## config.mk

```make
export PLATFORM = sky130hd
export DESIGN_NAME = wb_port_arbiter
export DESIGN_NICKNAME = d
export VERILOG_FILES = /design/src/rtl/wb_port_arbiter.sv
export SDC_FILE = /design/constraint.sdc
export NUM_CORES = 1
export LEC_CHECK = 0
export BUFFER_PORTS_ARGS = -buffer_cell sky130_fd_sc_hd__clkbuf_2
export CAP_MARGIN = 10
export CORE_MARGIN = 3
export CORE_UTILIZATION = 40
export DETAILED_ROUTE_END_ITERATION = 12
export PLACE_DENSITY = 0.75
export SLEW_MARGIN = 10
export SYNTH_ARGS = -nofsm -noshare
export SYNTH_HDL_FRONTEND = slang
export SYNTH_SLANG_ARGS = --single-unit
```

## constraint.sdc

```tcl
create_clock -name clock -period 2.6 [get_ports clock]
set_input_delay 0.26 -clock clock [delete_from_list [all_inputs] [get_ports clock]]
set_output_delay 0.26 -clock clock [all_outputs]
set_load 0.05 [all_outputs]
```

## src/rtl/wb_port_arbiter.sv

```systemverilog
// ---------------------------------------------------------------------------
// wb_port_arbiter
//
// Writeback-port arbiter for a two-source register file (ALU results and
// load data).
//
// After reset the block first runs a clear sequence. It writes x0 with zero
// and x1..x31 with CLEAR_VALUE on 32 consecutive edges, and then raises
// init_done. After that it arbitrates between the two writeback requesters
// and issues at most one register-file write per cycle, with one cycle of
// latency. Writes to x0 are accepted but never reach the register file.
//
// Configuration macro:
//   WB_ROUND_ROBIN_EN  defined   -> conflicts alternate between ALU and MEM,
//                                   and the first conflict after reset goes
//                                   to the ALU.
//                      undefined -> conflicts always go to MEM. No pointer
//                                   register exists in this build.
//
// Parameters:
//   CLEAR_VALUE  value written to x1..x31 during the clear sequence
//
// Ports:
//   clock      in   1  rising-edge clock
//   reset      in   1  synchronous, active-high reset
//   alu_valid  in   1  ALU writeback request
//   alu_rd     in   5  ALU destination register
//   alu_data   in  32  ALU result
//   alu_ready  out  1  ALU request accepted this cycle (combinational)
//   mem_valid  in   1  load writeback request
//   mem_rd     in   5  load destination register
//   mem_data   in  32  load data
//   mem_ready  out  1  load request accepted this cycle (combinational)
//   rf_we      out  1  register-file write enable (registered)
//   rf_rd      out  5  register-file write index (registered)
//   rf_inf     out 32  register-file write data (registered)
//   init_done  out  1  clear sequence finished (registered)
// ---------------------------------------------------------------------------
module wb_port_arbiter #(
    parameter logic [31:0] CLEAR_VALUE = 32'h0000_0000
) (
    input  logic        clock,
    input  logic        reset,
    input  logic        alu_valid,
    input  logic [4:0]  alu_rd,
    input  logic [31:0] alu_data,
    output logic        alu_ready,
    input  logic        mem_valid,
    input  logic [4:0]  mem_rd,
    input  logic [31:0] mem_data,
    output logic        mem_ready,
    output logic        rf_we,
    output logic [4:0]  rf_rd,
    output logic [31:0] rf_inf,
    output logic        init_done
);

    typedef enum logic {
        ST_CLEAR = 1'b0,
        ST_RUN   = 1'b1
    } state_t;

    state_t      state_r;
    logic [4:0]  cnt_r;
    logic        rf_we_r;
    logic [4:0]  rf_rd_r;
    logic [31:0] rf_inf_r;
    logic        init_done_r;

    logic        run_s;
    logic        conflict_s;
    logic        alu_pri_s;
    logic        alu_ready_s;
    logic        mem_ready_s;
    logic        alu_hs_s;
    logic        mem_hs_s;

`ifdef WB_ROUND_ROBIN_EN
    // 1 means the ALU wins the next conflict.
    logic        rr_alu_r;
`endif

    // Conflict priority source: round-robin pointer or fixed MEM priority.
    always_comb begin
`ifdef WB_ROUND_ROBIN_EN
        alu_pri_s = rr_alu_r;
`else
        alu_pri_s = 1'b0;
`endif
    end

    // Grant logic. Ready depends only on the valids, the state and the
    // pointer, and never on either requester's rd or data.
    always_comb begin
        run_s       = (state_r == ST_RUN) && !reset;
        conflict_s  = alu_valid && mem_valid;
        alu_ready_s = 1'b0;
        mem_ready_s = 1'b0;
        if (run_s) begin
            if (conflict_s) begin
                alu_ready_s = alu_pri_s;
                mem_ready_s = !alu_pri_s;
            end else begin
                alu_ready_s = alu_valid;
                mem_ready_s = mem_valid;
            end
        end else begin
            alu_ready_s = 1'b0;
            mem_ready_s = 1'b0;
        end
        alu_hs_s = alu_valid && alu_ready_s;
        mem_hs_s = mem_valid && mem_ready_s;
    end

    // Clear/run state machine and registered register-file write port.
    always_ff @(posedge clock) begin
        if (reset) begin
            state_r     <= ST_CLEAR;
            cnt_r       <= 5'd0;
            rf_we_r     <= 1'b0;
            rf_rd_r     <= 5'd0;
            rf_inf_r    <= 32'h0000_0000;
            init_done_r <= 1'b0;
        end else begin
            case (state_r)
                ST_CLEAR: begin
                    rf_we_r  <= 1'b1;
                    rf_rd_r  <= cnt_r;
                    rf_inf_r <= (cnt_r == 5'd0) ? 32'h0000_0000 : CLEAR_VALUE;
                    cnt_r    <= cnt_r + 5'd1;
                    if (cnt_r == 5'd31) begin
                        state_r     <= ST_RUN;
                        init_done_r <= 1'b1;
                    end else begin
                        state_r     <= ST_CLEAR;
                        init_done_r <= 1'b0;
                    end
                end
                ST_RUN: begin
                    // Writes to x0 are accepted but suppressed. Index and
                    // data keep their previous values in that case.
                    if (alu_hs_s) begin
                        rf_we_r <= (alu_rd != 5'd0);
                        if (alu_rd != 5'd0) begin
                            rf_rd_r  <= alu_rd;
                            rf_inf_r <= alu_data;
                        end else begin
                            rf_rd_r  <= rf_rd_r;
                            rf_inf_r <= rf_inf_r;
                        end
                    end else if (mem_hs_s) begin
                        rf_we_r <= (mem_rd != 5'd0);
                        if (mem_rd != 5'd0) begin
                            rf_rd_r  <= mem_rd;
                            rf_inf_r <= mem_data;
                        end else begin
                            rf_rd_r  <= rf_rd_r;
                            rf_inf_r <= rf_inf_r;
                        end
                    end else begin
                        rf_we_r <= 1'b0;
                    end
                end
                default: begin
                    state_r     <= ST_CLEAR;
                    cnt_r       <= 5'd0;
                    rf_we_r     <= 1'b0;
                    init_done_r <= 1'b0;
                end
            endcase
        end
    end

`ifdef WB_ROUND_ROBIN_EN
    // Round-robin pointer. It moves only when a conflict is resolved, and
    // then points at the requester that lost.
    always_ff @(posedge clock) begin
        if (reset) begin
            rr_alu_r <= 1'b1;
        end else if (run_s && conflict_s) begin
            rr_alu_r <= mem_ready_s;
        end else begin
            rr_alu_r <= rr_alu_r;
        end
    end
`endif

    assign alu_ready = alu_ready_s;
    assign mem_ready = mem_ready_s;
    assign rf_we     = rf_we_r;
    assign rf_rd     = rf_rd_r;
    assign rf_inf    = rf_inf_r;
    assign init_done = init_done_r;

endmodule

```

==> results of run 1 <==
power by group through the flow:
stage / Sequential [mW] / Clock (mW) / Combinational [mW]
final: 0.703 / 0.536 / 0.202
after global routing: 0.704 / 0.573 / 0.222
after CTS: 0.703 / 0.548 / 0.204
after detailed placement: 0.719 / 0 / 0.202
after global placement: 0.719 / 0 / 0.197
after floorplan: 0.729 / 0 / 0.112
metal layers:
layer,up-vias,global-route usage [%]
li1,1189,-
met4,0,4.75
met1,1116,23.3
met3,7,3.43
met2,84,32.6
met5,-,0
area by class of cell:
cell class / count / area [sq um]
clock buffers: 7 / 86.3
clock inverters: 1 / 30.0
fillers: 577 / 2790
inverters: 1 / 3.75
multi-input cells: 183 / 1400
flip-flops and latches: 45 / 902
well taps: 75 / 93.8
repair buffers: 126 / 651
final timing paths:
check / endpoint / startpoint / slack, ns
worst min-delay path: rf_inf[28] / mem_data[28] / 0.39
worst min register to register: rf_inf[24] / rf_inf[24] / 0.47
worst max register to register: rf_rd[3] / state_r / 1.15
worst max-delay path: rf_inf[20] / mem_rd[3] / 0.87
worst max-delay path, stage by stage:
cell and delay (ns):
sky130_fd_sc_hd__clkbuf_2 0.09, sky130_fd_sc_hd__or4_4 0.56, sky130_fd_sc_hd__o21ai_4 0.39, sky130_fd_sc_hd__buf_4 0.33
sky130_fd_sc_hd__nand4_1 0.12, sky130_fd_sc_hd__a21oi_1 0.19
layout by cell type (no fill, tap or decap), types with 6 or more instances in the layout:
| master | n |
|---|---|
| sky130_fd_sc_hd__dfxtp_1 | 44 |
| sky130_fd_sc_hd__nand4_1 | 33 |
| sky130_fd_sc_hd__clkbuf_8 | 6 |
| sky130_fd_sc_hd__buf_4 | 8 |
| sky130_fd_sc_hd__mux2_2 | 32 |
| sky130_fd_sc_hd__a21oi_1 | 32 |
| sky130_fd_sc_hd__nor2_1 | 12 |
| sky130_fd_sc_hd__mux2i_1 | 12 |
| sky130_fd_sc_hd__o211ai_1 | 32 |
| sky130_fd_sc_hd__clkbuf_2 | 118 |
logic make-up (layout without fill, tap and decap cells):
family / count (synthesis) / count (layout) / share of synthesized area, %
AOI/OAI and AO/OA: 75 / 75 / 20.4
xor gates and xnor gates: 3 / 3 / 1.06
adders and majority gates: 2 / 2 / 1.01
buffers and inverters: 31 / 135 / 7.36
DFF: 45 / 45 / 36.3
muxes: 44 / 44 / 19.4
and+or+nand+nor: 59 / 59 / 14.5
metrics by stage:
step	total power, mW	area (sq um)	instances	utilization, %
2_1_floorplan	0.841	2480	259	-
3_3_place_gp	0.916	3050	430	51.3
3_5_place_dp	0.921	3050	430	51.3
4_1_cts	1.46	3170	438	53.2
5_1_grt	1.50	3170	438	53.2
6_report	1.44	3170	438	53.2
sequential cells by signal (all words and copies together) (netlist names):
register	count
rf_inf	32
rf_we	1
state_r	1
rf_rd	5
cnt_r	5
init_done	1
==> impl_metrics.ini, run 1 <==
[status]
outcome = completed

[clock_tree]
cts_hold_buffers = 0
cts_inserted_buffers = 5
cts.clk_slew.worst_paths_ns = 0.08
cts_tree = built
clock-root-buffer = sky130_fd_sc_hd__clkbuf_8
clockBufferDepth = 2
numClockSinks = 45
number_of_h_tree_levels = 2
cts_resized = 0
post-cts-setup-buffer-count = 0
worst_skew_pair.late_latency_ns = 0.29

[pwr]
power.share.combinational_pct = 14.0
vdd_ir_drop_max_mv = 0.241
internal-power_mw = 1.11
cellLeakagePower_nw = 1.32
share_clk_of_total_power_pct = 37.2
power.switching_fraction_pct = 23.2
switchingPower_mw = 0.335
cellPowerDensity_nw_per_um2 = 454
power_frac_seq_pct = 48.8

[cells_and_area]
synthToLayoutAreaGrowth_pct = 27.8
layout-drive-gt1-share_pct = 47.7
finish.net_count = 442
num_antenna_cells = 0

[die]
die-area_sq_um = 7180
dieWidth_um = 84.8
num_io_pins = 119
fp.dieH_um = 84.8
site_rows = 28
core-area_sq_um = 5960
initial_core_util_pct = 41.7

[place]
count_of_input_and_output_buffers = 118
pre_cts_ws_ns = 0.581
gp_congestion = 0.732
place.detailed.hpwl_um = 4730

[sta]
worst_pin_slew_ns = 0.643
finalClockSkew_ns = 0.00397
timing_hold_violations_final = 0
holdWs_ns = 0.391
rsz0062_at_grt = false
period_minus_slack_ns = 1.73
totalNegativeSetupSlack_ns = 0
finalCritPeriodShare_pct = 66.7
final-setup-viol-count = 0
max-slew-margin-rel_pct = 57.1
max_clock_freq_mhz = 577
post-route-worst-setup-slack_ns = 0.865
finalMaxSlewViolations = 0

[synth]
post_synth_most_frequent_cells = sky130_fd_sc_hd__dfxtp_1, sky130_fd_sc_hd__nand4_1, sky130_fd_sc_hd__a21oi_1, sky130_fd_sc_hd__mux2_2, sky130_fd_sc_hd__o211ai_1
synth_top_flop_cell = sky130_fd_sc_hd__dfxtp_1
ys_ff_latch = 45
synthesis.nets = 339
post_synth.cell_area_avg_sq_um = 9.58
asyncSetResetFlopFracSynth_pct = 0
synth-warning-count = 0
synth-edff-count = 0
synthMostInstantiatedCell = sky130_fd_sc_hd__dfxtp_1
synth.largest_area_cell = sky130_fd_sc_hd__dfxtp_1
synth_cells = 259
netlist.area_leader.share_pct = 36.3
yosys-top-cells-area = sky130_fd_sc_hd__dfxtp_1, sky130_fd_sc_hd__mux2_2, sky130_fd_sc_hd__o211ai_1
netlist_area_sq_um = 2480
synth_seq_area_share_pct = 36.3
ys_types = 28

[detailed_routing]
detail_route.iter0.violations = 109
dr.max_layer_used = met4
vias_per_cell = 5.47
wl_met1_um = 2750
detail_route.wl_per_cell_um = 15.2
drtAntennaViolNets = 0
detailroute.via_count = 2396
route.detailed.drc = 0
dr_wl_met2_um = 3400
routed_wirelength_um = 6650
dr.pass1.iters = 5
met3WireLength_um = 443

[global_route]
gr-total-overflow = 0
global_route.usage.total_pct = 18.5
antenna_violations_before_repair = 0
grt_max_degree = 50
vias_in_the_first_global_route = 2424
grt_pass1_wl_um = 11100

[flow_run]
cap_violations = 0

[worst_setup_path]
setup.worst_path.start_class = input pin
critPathKind = in -> reg
critical_path_peak_fanout = 20
data_required_critical_path_ns = 2.82
worst_ep_arrival_time_ns = 1.95
worst_r2r_path_depth = 4
endpoint_kind = flip-flop

[worst_hold_path]
worst_hold_path_type = in -> reg
timing.hold.worst_path_depth = 4
Note: power is estimated with default switching activity, not from simulation.
==> inputs of run 2 (changes only) <==
--- a/config.mk
+++ b/config.mk
@@ -5,12 +5,13 @@
 export SDC_FILE = /design/constraint.sdc
 export NUM_CORES = 1
 export LEC_CHECK = 0
+export ABC_AREA = 1
 export BUFFER_PORTS_ARGS = -buffer_cell sky130_fd_sc_hd__clkbuf_2
 export CAP_MARGIN = 10
 export CORE_MARGIN = 3
 export CORE_UTILIZATION = 40
 export DETAILED_ROUTE_END_ITERATION = 12
-export PLACE_DENSITY = 0.75
+export PLACE_DENSITY = 0.74
 export SLEW_MARGIN = 10
 export SYNTH_ARGS = -nofsm -noshare
 export SYNTH_HDL_FRONTEND = slang
==> constraint.sdc (replaced) <==
create_clock -name clock -period 1.7 [get_ports clock]
set_input_delay 0.17 -clock clock [delete_from_list [all_inputs] [get_ports clock]]
set_output_delay 0.17 -clock clock [all_outputs]
set_load 0.05 [all_outputs]
==> impl_metrics.ini, run 2 <==
[status]
outcome = completed

[sta]
max-slew-margin-rel_pct = 71.5
timing_hold_violations_final = 0
final-setup-viol-count = 0
finalCritPeriodShare_pct = 93.4
holdWs_ns = 0.121
post-route-worst-setup-slack_ns = 0.113
finalClockSkew_ns = 0.00413
totalNegativeSetupSlack_ns = 0
finalMaxSlewViolations = 0
max_clock_freq_mhz = 630
period_minus_slack_ns = 1.59
worst_pin_slew_ns = 0.427
rsz0062_at_grt = false

[place]
count_of_input_and_output_buffers = 118
gp_congestion = 0.808
pre_cts_ws_ns = 0.246
place.detailed.hpwl_um = 5470
dpl_cell_area_sq_um = 3260

[synth]
synthMostInstantiatedCell = sky130_fd_sc_hd__nand2_1
synth_cells = 441
synth-edff-count = 0
ys_ff_latch = 45
post_synth_most_frequent_cells = sky130_fd_sc_hd__nand2_1, sky130_fd_sc_hd__nor2_1, sky130_fd_sc_hd__inv_1, sky130_fd_sc_hd__dfxtp_1, sky130_fd_sc_hd__nand4_1
synth.largest_area_cell = sky130_fd_sc_hd__dfxtp_1
synth_top_flop_cell = sky130_fd_sc_hd__dfxtp_1
netlist_area_sq_um = 2570
synthesis.nets = 521
ys_types = 19
netlist.area_leader.share_pct = 35.1
yosys-top-cells-area = sky130_fd_sc_hd__dfxtp_1, sky130_fd_sc_hd__nand2_1, sky130_fd_sc_hd__nor2_1
asyncSetResetFlopFracSynth_pct = 0
synth-warning-count = 0
post_synth.cell_area_avg_sq_um = 5.82
synth_seq_area_share_pct = 35.1

[die]
num_io_pins = 119
core-area_sq_um = 6060
site_rows = 28
dieWidth_um = 86.1
fp.dieH_um = 86.1
initial_core_util_pct = 42.4
die-area_sq_um = 7420

[global_route]
gr-total-overflow = 0
grt_pass1_wl_um = 12200
vias_in_the_first_global_route = 2756
antenna_violations_before_repair = 0
global_route.usage.total_pct = 19.9
grt_max_degree = 42

[pwr]
switchingPower_mw = 0.478
vdd_ir_drop_max_mv = 0.346
cellPowerDensity_nw_per_um2 = 625
power_frac_seq_pct = 50.7
power.share.combinational_pct = 9.4
cellLeakagePower_nw = 1.83
share_clk_of_total_power_pct = 39.9
power.switching_fraction_pct = 22.6
internal-power_mw = 1.64

[worst_hold_path]
worst_hold_path_type = in -> reg

[cells_and_area]
max_reg_flops = 32
finish.net_count = 637
layout-drive-gt1-share_pct = 27.1
layout.cell_area.non_filler_sq_um = 3380
layout.cells.most_common = sky130_fd_sc_hd__nand2_1
num_antenna_cells = 0
synthToLayoutAreaGrowth_pct = 31.7
most-common-layout-cells = sky130_fd_sc_hd__nand2_1, sky130_fd_sc_hd__clkbuf_2, sky130_fd_sc_hd__nor2_1

[worst_setup_path]
critPathKind = reg -> out
worst_ep_arrival_time_ns = 1.42
data_required_critical_path_ns = 1.53
endpoint_kind = primary output
critical_path_peak_fanout = 11
setup.worst_path.start_class = flip-flop

[detailed_routing]
routed_wirelength_um = 7150
detailroute.via_count = 2942
dr.pass1.iters = 6
drtAntennaViolNets = 0
detail_route.wl_per_cell_um = 11.3
route.detailed.drc = 0
vias_per_cell = 4.65
detail_route.iter0.violations = 84

[clock_tree]
cts.clk_slew.worst_paths_ns = 0.08
cts_hold_buffers = 0
cts_resized = 0
number_of_h_tree_levels = 2
worst_skew_pair.late_latency_ns = 0.30
post-cts-setup-buffer-count = 0
clock-root-buffer = sky130_fd_sc_hd__clkbuf_8
cts_tree = built
clockBufferDepth = 2
cts_inserted_buffers = 5
numClockSinks = 45

[flow_run]
cap_violations = 0
==> run 2: cell count changes after synthesis, sizes merged, moves of 5 or more <==
cell,before,now
buf,22,17
nand2,0,158
nand3,1,17
a21oi,32,3
a211o,5,0
o211ai,32,0
nor2,12,91
mux2,32,0
inv,1,59
mux2i,12,0
==> run 2: per-stage QoR <==
stage | power (mW) | util, % | instances
finish | 2.11 | 55.8 | 633
global route | 2.21 | 55.8 | 633
CTS | 2.14 | 55.8 | 633
detailed placement | 1.30 | 53.8 | 625
global placement | 1.29 | 53.8 | 625
floorplan | 1.18 | - | 441
==> run 2: cell type report <==
class	instances	area [sq um]
Sequential cell	45	902
Multi-Input combinational cell	312	1340
Tap cell	75	93.8
Timing Repair Buffer	134	711
Inverter	59	221
Clock buffer	6	82.6
Clock inverter	2	37.5
Fill cell	636	2680
==> run 2: power by group through the flow <==
stage	combinational (mW)	clock (mW)	sequential [mW]
finish	0.199	0.844	1.07
global route	0.225	0.915	1.07
CTS	0.200	0.868	1.07
detailed placement	0.199	0	1.10
global placement	0.197	0	1.10
floorplan	0.0699	0	1.11
==> run 2: logic make-up (layout without fill, tap and decap cells) <==
| group | count (synthesis) | in the layout | share of synthesized area, % |
|---|---|---|---|
| DFF | 45 | 45 | 35.1 |
| buffers and inverters | 84 | 201 | 13.2 |
| AOI/OAI and AO/OA | 7 | 7 | 1.36 |
| adders and majority gates | 2 | 2 | 0.974 |
| and+or+nand+nor | 303 | 303 | 49.4 |
==> run 2: worst paths after layout <==
path	startpoint	endpoint	slack, ns	depth (start not counted)
hold reg to reg	init_done	init_done	0.49	2
setup / recovery	state_r	alu_ready	0.11	4
setup reg to reg	state_r	rf_inf[17]	0.27	8
hold / removal	reset	cnt_r[0]	0.12	2
==> run 2: worst max-delay path: stages (launching register included) <==
cell,delay [ns]
sky130_fd_sc_hd__dfxtp_2,0.36
sky130_fd_sc_hd__nand2_2,0.10
sky130_fd_sc_hd__nor2_4,0.17
sky130_fd_sc_hd__buf_4,0.20
sky130_fd_sc_hd__clkbuf_2,0.30
==> run 2: routing by layer <==
layer | vias to the layer above | share of wire [%] | GRT usage (%) | routed length [um]
li1 | 1571 | - | - | -
met1 | 1276 | 44 | 24.5 | 3150
met2 | 86 | 48 | 35.7 | 3450
met3 | 9 | 6.7 | 4.42 | 478
met4 | 0 | 0.98 | 3.88 | 70
met5 | - | 0 | 0 | 0
